[config.mk]
export PLATFORM = sky130hd
export DESIGN_NAME = register_access_controller
export DESIGN_NICKNAME = d
export VERILOG_FILES = /design/src/rtl/register_access_controller_pkg.sv /design/src/rtl/register_access_decode.sv /design/src/rtl/register_access_controller.sv
export SDC_FILE = /design/constraint.sdc
export NUM_CORES = 1
export LEC_CHECK = 0
export ABC_AREA = 1
export BUFFER_PORTS_ARGS = -buffer_cell sky130_fd_sc_hd__buf_2
export CORE_MARGIN = 5
export CORE_UTILIZATION = 49
export DETAILED_ROUTE_END_ITERATION = 8
export GPL_ROUTABILITY_DRIVEN = 0
export PLACE_DENSITY = 0.84
export SLEW_MARGIN = 30
export SYNTH_ARGS = -nofsm -noshare
export SYNTH_HDL_FRONTEND = slang
export SYNTH_HIERARCHICAL = 1
export SYNTH_SLANG_ARGS = --single-unit
[constraint.sdc]
create_clock -name clk -period 2 [get_ports clk]
set_clock_uncertainty 0.15 [all_clocks]
set_input_delay 0.1 -clock clk [delete_from_list [all_inputs] [get_ports clk]]
set_output_delay 0.1 -clock clk [all_outputs]
set_load 0.03 [all_outputs]
[src/rtl/register_access_controller_pkg.sv]
`default_nettype none
// ============================================================================
// register_access_controller_pkg : types shared by the controller and board
// Revision: 1.0
// ============================================================================
package register_access_controller_pkg;

  localparam int DATA_W = 16;
  localparam int SEL_W  = 4;

  typedef enum logic [1:0] {
    A_SEL  = 2'd0,
    D_SEL  = 2'd1,
    A_ZERO = 2'd2,
    A_OFF  = 2'd3
  } register_board_a_mode_t;

  typedef enum logic [3:0] {
    OP_NOP = 4'h0,
    OP_ALU = 4'h1,
    OP_MOV = 4'h2,
    OP_LDI = 4'h3,
    OP_CLR = 4'h4,
    OP_INC = 4'h5
  } opcode_e;

  typedef enum logic [1:0] {
    S_IDLE     = 2'd0,
    S_READ     = 2'd1,
    S_WRITE    = 2'd2,
    S_IMM_WAIT = 2'd3
  } state_e;

  typedef struct packed {
    opcode_e          op;
    logic             legal;
    logic [SEL_W-1:0] rd;
    logic [SEL_W-1:0] ra;
    logic [SEL_W-1:0] rb;
  } decode_t;

endpackage
`default_nettype wire

[src/rtl/register_access_decode.sv]
`default_nettype none
// ============================================================================
// register_access_decode : splits an instruction word into opcode and selects
// Revision: 1.0
// ============================================================================
module register_access_decode
  import register_access_controller_pkg::*;
(
  input  logic [DATA_W-1:0] instr_i,
  output decode_t           dec_o
);

  always_comb begin
    dec_o.rd    = instr_i[11:8];
    dec_o.ra    = instr_i[7:4];
    dec_o.rb    = instr_i[3:0];
    dec_o.legal = (instr_i[15:12] <= 4'h5);
    // Undefined opcodes are folded onto NOP so op always holds a named value
    dec_o.op    = dec_o.legal ? opcode_e'(instr_i[15:12]) : OP_NOP;
  end

endmodule
`default_nettype wire

[src/rtl/register_access_controller.sv]
`default_nettype none
// ============================================================================
// register_access_controller : sequences register board reads/writes per word
// Revision: 1.0
// ============================================================================
module register_access_controller
  import register_access_controller_pkg::*;
(
  input  logic                   clk,
  input  logic                   n_reset,
  input  logic [DATA_W-1:0]      instr,
  input  logic                   instr_valid,
  output logic                   instr_ready,
  input  logic [DATA_W-1:0]      a_in,
  input  logic [DATA_W-1:0]      alu_result,
  output register_board_a_mode_t a_mode,
  output logic                   n_b_en,
  output logic [SEL_W-1:0]       a_sel,
  output logic [SEL_W-1:0]       b_sel,
  output logic [SEL_W-1:0]       d_sel,
  output logic [DATA_W-1:0]      d,
  output logic                   n_load,
  output logic                   illegal,
  output logic [DATA_W-1:0]      retired_count
);

  state_e                 state_q, state_d;
  opcode_e                op_q, op_d;
  logic [SEL_W-1:0]       rd_q, rd_d;
  logic [DATA_W-1:0]      capture_q, capture_d;
  logic                   ready_q, ready_d;
  register_board_a_mode_t a_mode_q, a_mode_d;
  logic                   n_b_en_q, n_b_en_d;
  logic [SEL_W-1:0]       a_sel_q, a_sel_d;
  logic [SEL_W-1:0]       b_sel_q, b_sel_d;
  logic [SEL_W-1:0]       d_sel_q, d_sel_d;
  logic [DATA_W-1:0]      wdata_q, wdata_d;
  logic                   n_load_q, n_load_d;
  logic                   illegal_q, illegal_d;
  logic [DATA_W-1:0]      count_q, count_d;

  decode_t                dec;
  logic                   accept;
  logic [SEL_W-1:0]       wr_rd;
  logic [DATA_W-1:0]      wr_val;

  register_access_decode u_decode (
    .instr_i (instr),
    .dec_o   (dec)
  );

  assign accept = instr_valid & ready_q;

  // Ready resets low so it first rises on the edge after reset release
  always_ff @(posedge clk or negedge n_reset) begin
    if (!n_reset) begin
      state_q   <= S_IDLE;
      op_q      <= OP_NOP;
      rd_q      <= '0;
      capture_q <= '0;
      ready_q   <= 1'b0;
      a_mode_q  <= A_OFF;
      n_b_en_q  <= 1'b1;
      a_sel_q   <= '0;
      b_sel_q   <= '0;
      d_sel_q   <= '0;
      wdata_q   <= '0;
      n_load_q  <= 1'b1;
      illegal_q <= 1'b0;
      count_q   <= '0;
    end else begin
      state_q   <= state_d;
      op_q      <= op_d;
      rd_q      <= rd_d;
      capture_q <= capture_d;
      ready_q   <= ready_d;
      a_mode_q  <= a_mode_d;
      n_b_en_q  <= n_b_en_d;
      a_sel_q   <= a_sel_d;
      b_sel_q   <= b_sel_d;
      d_sel_q   <= d_sel_d;
      wdata_q   <= wdata_d;
      n_load_q  <= n_load_d;
      illegal_q <= illegal_d;
      count_q   <= count_d;
    end
  end

  always_comb begin
    state_d = state_q;
    case (state_q)
      S_IDLE: begin
        if (accept && dec.legal) begin
          case (dec.op)
            OP_ALU, OP_MOV, OP_INC: state_d = S_READ;
            OP_CLR:                 state_d = S_WRITE;
            OP_LDI:                 state_d = S_IMM_WAIT;
            default:                state_d = S_IDLE;
          endcase
        end
      end
      S_READ:     state_d = S_WRITE;
      S_WRITE:    state_d = S_IDLE;
      S_IMM_WAIT: if (accept) state_d = S_WRITE;
      default:    state_d = S_IDLE;
    endcase
  end

  // Output registers are loaded with the values belonging to state_d
  always_comb begin
    ready_d   = (state_d == S_IDLE) || (state_d == S_IMM_WAIT);
    a_mode_d  = A_OFF;
    n_b_en_d  = 1'b1;
    a_sel_d   = '0;
    b_sel_d   = '0;
    d_sel_d   = '0;
    wdata_d   = '0;
    n_load_d  = 1'b1;
    illegal_d = 1'b0;
    count_d   = count_q;
    op_d      = op_q;
    rd_d      = rd_q;
    capture_d = capture_q;
    wr_rd     = rd_q;
    wr_val    = capture_q;

    case (state_q)
      S_IDLE: begin
        if (accept) begin
          op_d      = dec.op;
          rd_d      = dec.rd;
          illegal_d = ~dec.legal;
          if (dec.legal && dec.op == OP_NOP) count_d = count_q + 16'd1;
          wr_rd     = dec.rd;
          wr_val    = '0;
        end
      end
      S_READ: begin
        case (op_q)
          OP_ALU:  wr_val = alu_result;
          OP_MOV:  wr_val = a_in;
          default: wr_val = a_in + 16'd1;
        endcase
      end
      S_WRITE:    count_d = count_q + 16'd1;
      S_IMM_WAIT: wr_val = instr;
      default:    wr_val = capture_q;
    endcase

    if (state_d == S_READ) begin
      case (dec.op)
        OP_ALU: begin
          a_mode_d = A_SEL;
          a_sel_d  = dec.ra;
          n_b_en_d = 1'b0;
          b_sel_d  = dec.rb;
        end
        OP_MOV: begin
          a_mode_d = A_SEL;
          a_sel_d  = dec.ra;
        end
        default: begin
          a_mode_d = D_SEL;
          d_sel_d  = dec.rd;
        end
      endcase
    end

    // r0 is not writable: the cycle still happens but the strobe stays high
    if (state_d == S_WRITE) begin
      capture_d = wr_val;
      d_sel_d   = wr_rd;
      wdata_d   = wr_val;
      n_load_d  = (wr_rd == 4'd0);
    end
  end

  assign instr_ready   = ready_q;
  assign a_mode        = a_mode_q;
  assign n_b_en        = n_b_en_q;
  assign a_sel         = a_sel_q;
  assign b_sel         = b_sel_q;
  assign d_sel         = d_sel_q;
  assign d             = wdata_q;
  assign n_load        = n_load_q;
  assign illegal       = illegal_q;
  assign retired_count = count_q;

endmodule
`default_nettype wire

==> out/metrics.cfg <==
[detailed_routing]
drc = 0
drt_wl_total_um = 11200
num_vias = 4192
drt_iter0_drc = 246
ant_nets = 0
viasPerCell = 5.12
firstDrtPassIters = 5
wl_per_cell_um = 13.7

[grt]
grt_pass1_vias = 4068
antenna_found_initial = 0
grt_max_degree = 64
grt_pass1_wl_um = 18700
grt_usage = 0.205
grt_overflow = 0

[power]
powerDensity_mw_per_mm2 = 777
power_leakage_nw = 2.95
ir_worst_vdd_uv = 506
p_total_mw = 4.17

[cells_and_area]
syn_to_final_growth_pct = 22.7
fillCellCount = 731
drive_above_1_share = 0.244
regArea_mm2 = 0.00191
layout.nets = 761
antennaDiodeCount = 0
multiInputGateArea_mm2 = 0.00200

[timing]
slew-limit-headroom = 0.491
fmax_mhz = 533
worstMarginPinSlew_ns = 0.764
period_share = 0.938
post-route-min-period_ns = 1.88
maxSlewViolCount = 0
setup_violations = 0
final-hold-violation-count = 0
finalSetupTns_ns = 0

[placed_design]
hpwl_um = 8320
port_buffers = 100

[yosys]
synthFlopType = dfrtp_1
synth-edff-count = 0
synth_cell_type_count = 39
yosysSeqAreaShare = 0.436
avgSynthCellArea_um2 = 7.43
yosys.area.top_type = dfrtp_1
async_reset_ff_frac = 1.00
syn-num-nets = 645
synth.top_cell.area_share = 0.412
ys_ff_latch = 76
synth_area_mm2 = 0.00438
synth_area_leaders = dfrtp_1 (41%), nand2_1 (18%), nand3_1 (7.0%), inv_1 (6.6%), buf_4 (2.7%)
syn-instance-count = 589
synth_warnings = 6

[clocking]
htreeDepth = 3
cts_buffers = 9
clkSinkCount = 76
clock-root-buffer = clkbuf_8
cts_buffer_depth = 2
clk_pin_slew_ns = 0.08
clock_latency_ns = 0.35
tritoncts = yes

[worst_setup_path]
arrival_ns = 1.98
path_class = register to register
crit_fanout = 8
critical_path.endpoint_type = register
critPathRequiredTime_ns = 2.11
cp-start-kind = register

[floorplanning]
start_util = 0.502
rows = 34
die_h_um = 105
core_mm2 = 0.00872
die-width_um = 105
dieArea_mm2 = 0.0109
pin_count = 101

[job]
drv_cap = 0

[worst_hold_path]
hp-class = input pin to register

[outcome]
outcome = finished clean

layer usage:
metal | wire (um) | vias to the layer above | global-route usage
li1 | - | 2053 | -
met1 | 4580 | 1954 | 0.256
met2 | 5590 | 168 | 0.347
met3 | 855 | 17 | 0.0577
met4 | 162 | 0 | 0.0592
met5 | 0 | - | 0
placed cells by master (no fill, tap or decap), types with 4 or more instances in the layout:
cell type | netlist | routed
dlygate4sd3_1 | 0 | 18
xnor2_1 | 4 | 4
dfstp_2 | 4 | 4
o211ai_1 | 4 | 4
o21ai_2 | 4 | 4
nor3_1 | 7 | 7
nand4_1 | 9 | 9
nor2_4 | 3 | 4
clkbuf_8 | 0 | 10
xor2_1 | 11 | 11
inv_1 | 77 | 77
inv_2 | 5 | 4
nand3b_1 | 4 | 4
nand2_1 | 208 | 208
nand2_2 | 5 | 5
nand3_2 | 3 | 4
nor2_2 | 7 | 6
buf_2 | 4 | 99
nor2_1 | 30 | 30
dfrtp_1 | 72 | 71
o21ai_1 | 4 | 5
buf_4 | 16 | 13
o21ai_0 | 16 | 15
nand3_1 | 61 | 60
where the power goes:
group          internal [mW]  switching [mW]  leakage, nW  total, mW
Clock                  0.618           0.591       0.0955       1.21
Combinational          0.368           0.719         1.86       1.09
Sequential              1.73           0.144        0.988       1.88
Total                   2.72            1.45         2.95       4.17
metrics by stage:
| stage | utilization | worst slack, ns | instances | instance area [um2] | hold WS [ns] |
|---|---|---|---|---|---|
| floorplan | - | 0.00304 | 589 | 4380 | -0.346 |
| global placement | 0.565 | 0.0452 | 783 | 4930 | 0.0731 |
| detailed placement | 0.565 | -0.0679 | 783 | 4930 | 0.0829 |
| CTS | 0.609 | 0.0295 | 817 | 5320 | 0.0111 |
| global route | 0.616 | -0.00582 | 818 | 5370 | 0.0668 |
| finish | 0.616 | 0.124 | 818 | 5370 | 0.0375 |
area by class of cell:
class	count	area share
tap	108	0.0252
clock inverter	6	0.0130
inverter	86	0.0615
timing repair buffer	131	0.148
clock buffer	10	0.0256
sequential	76	0.355
multi-input combinational	401	0.372
registers in the layout, indices dropped and copies added (netlist names):
name           flops
capture_q         16
d                 16
retired_count     16
a_sel              4
b_sel              4
d_sel              4
op_q               4
rd_q               4
a_mode             2
state_q            2
illegal            1
instr_ready        1
n_b_en             1
n_load             1
synthesized netlist by cell type, types with 4 or more instances:
library cell / n
nand3b_1: 4
nand2_2: 5
o211ai_1: 4
xnor2_1: 4
ha_1: 5
o21ai_2: 4
nand4_1: 9
nor3_1: 7
o21ai_1: 4
inv_2: 5
dfrtp_1: 72
nor2_2: 7
nand3_1: 61
nand2_1: 208
inv_1: 77
xor2_1: 11
buf_2: 4
o21ai_0: 16
buf_6: 4
nor2_1: 30
dfstp_2: 4
buf_4: 16
logic make-up (layout without fill, tap and decap cells):
| family | after synthesis | after routing | synth area share |
|---|---|---|---|
| AOI/OAI and AO/OA | 37 | 37 | 0.0529 |
| xor gates and xnor gates | 15 | 15 | 0.0300 |
| adders and majority gates | 5 | 5 | 0.0143 |
| buffers and inverters | 112 | 233 | 0.119 |
| DFF | 76 | 76 | 0.436 |
| other | 1 | 1 | 0.000857 |
| and+or+nand+nor | 343 | 343 | 0.348 |
worst paths after layout:
| path | start | to | slack (ns) | cells past startpoint |
|---|---|---|---|---|
| worst min register to register | rd_q[3]$_DFF_PN0_ | rd_q[3]$_DFF_PN0_ | 0.33 | 2 |
| worst max register to register | instr_ready$_DFF_PN0_ | d_sel[3]$_DFF_PN0_ | 0.12 | 10 |
| max in group asynchronous | n_reset | d_sel[3]$_DFF_PN0_ | 0.83 | 3 |
| min in group asynchronous | n_reset | retired_count[4]$_DFFE_PN0P_ | 0.22 | 2 |
| worst max-delay path | instr_ready$_DFF_PN0_ | d_sel[3]$_DFF_PN0_ | 0.12 | 10 |
| worst min-delay path | instr[14] | op_q[2]$_DFFE_PN0P_ | 0.04 | 5 |
worst max-delay path, cell delays in order, from the launching register on:
cell and delay (ns):
dfrtp_2 0.40, nand2_1 0.09, inv_1 0.07, nand2_2 0.09, inv_4 0.07, a31oi_4 0.21
inv_1 0.10, ha_1 0.21, inv_1 0.07, nand2_1 0.09, o22ai_1 0.22
repair_timing:
item                                    4_1_cts  5_1_grt
hold buffers                                 18        0
buffers inserted                              0        1
endpoints found under the setup margin        0       24
gates resized for setup                       0       10
endpoints found under the hold margin       105        0
(Power assumes the default switching activity.)
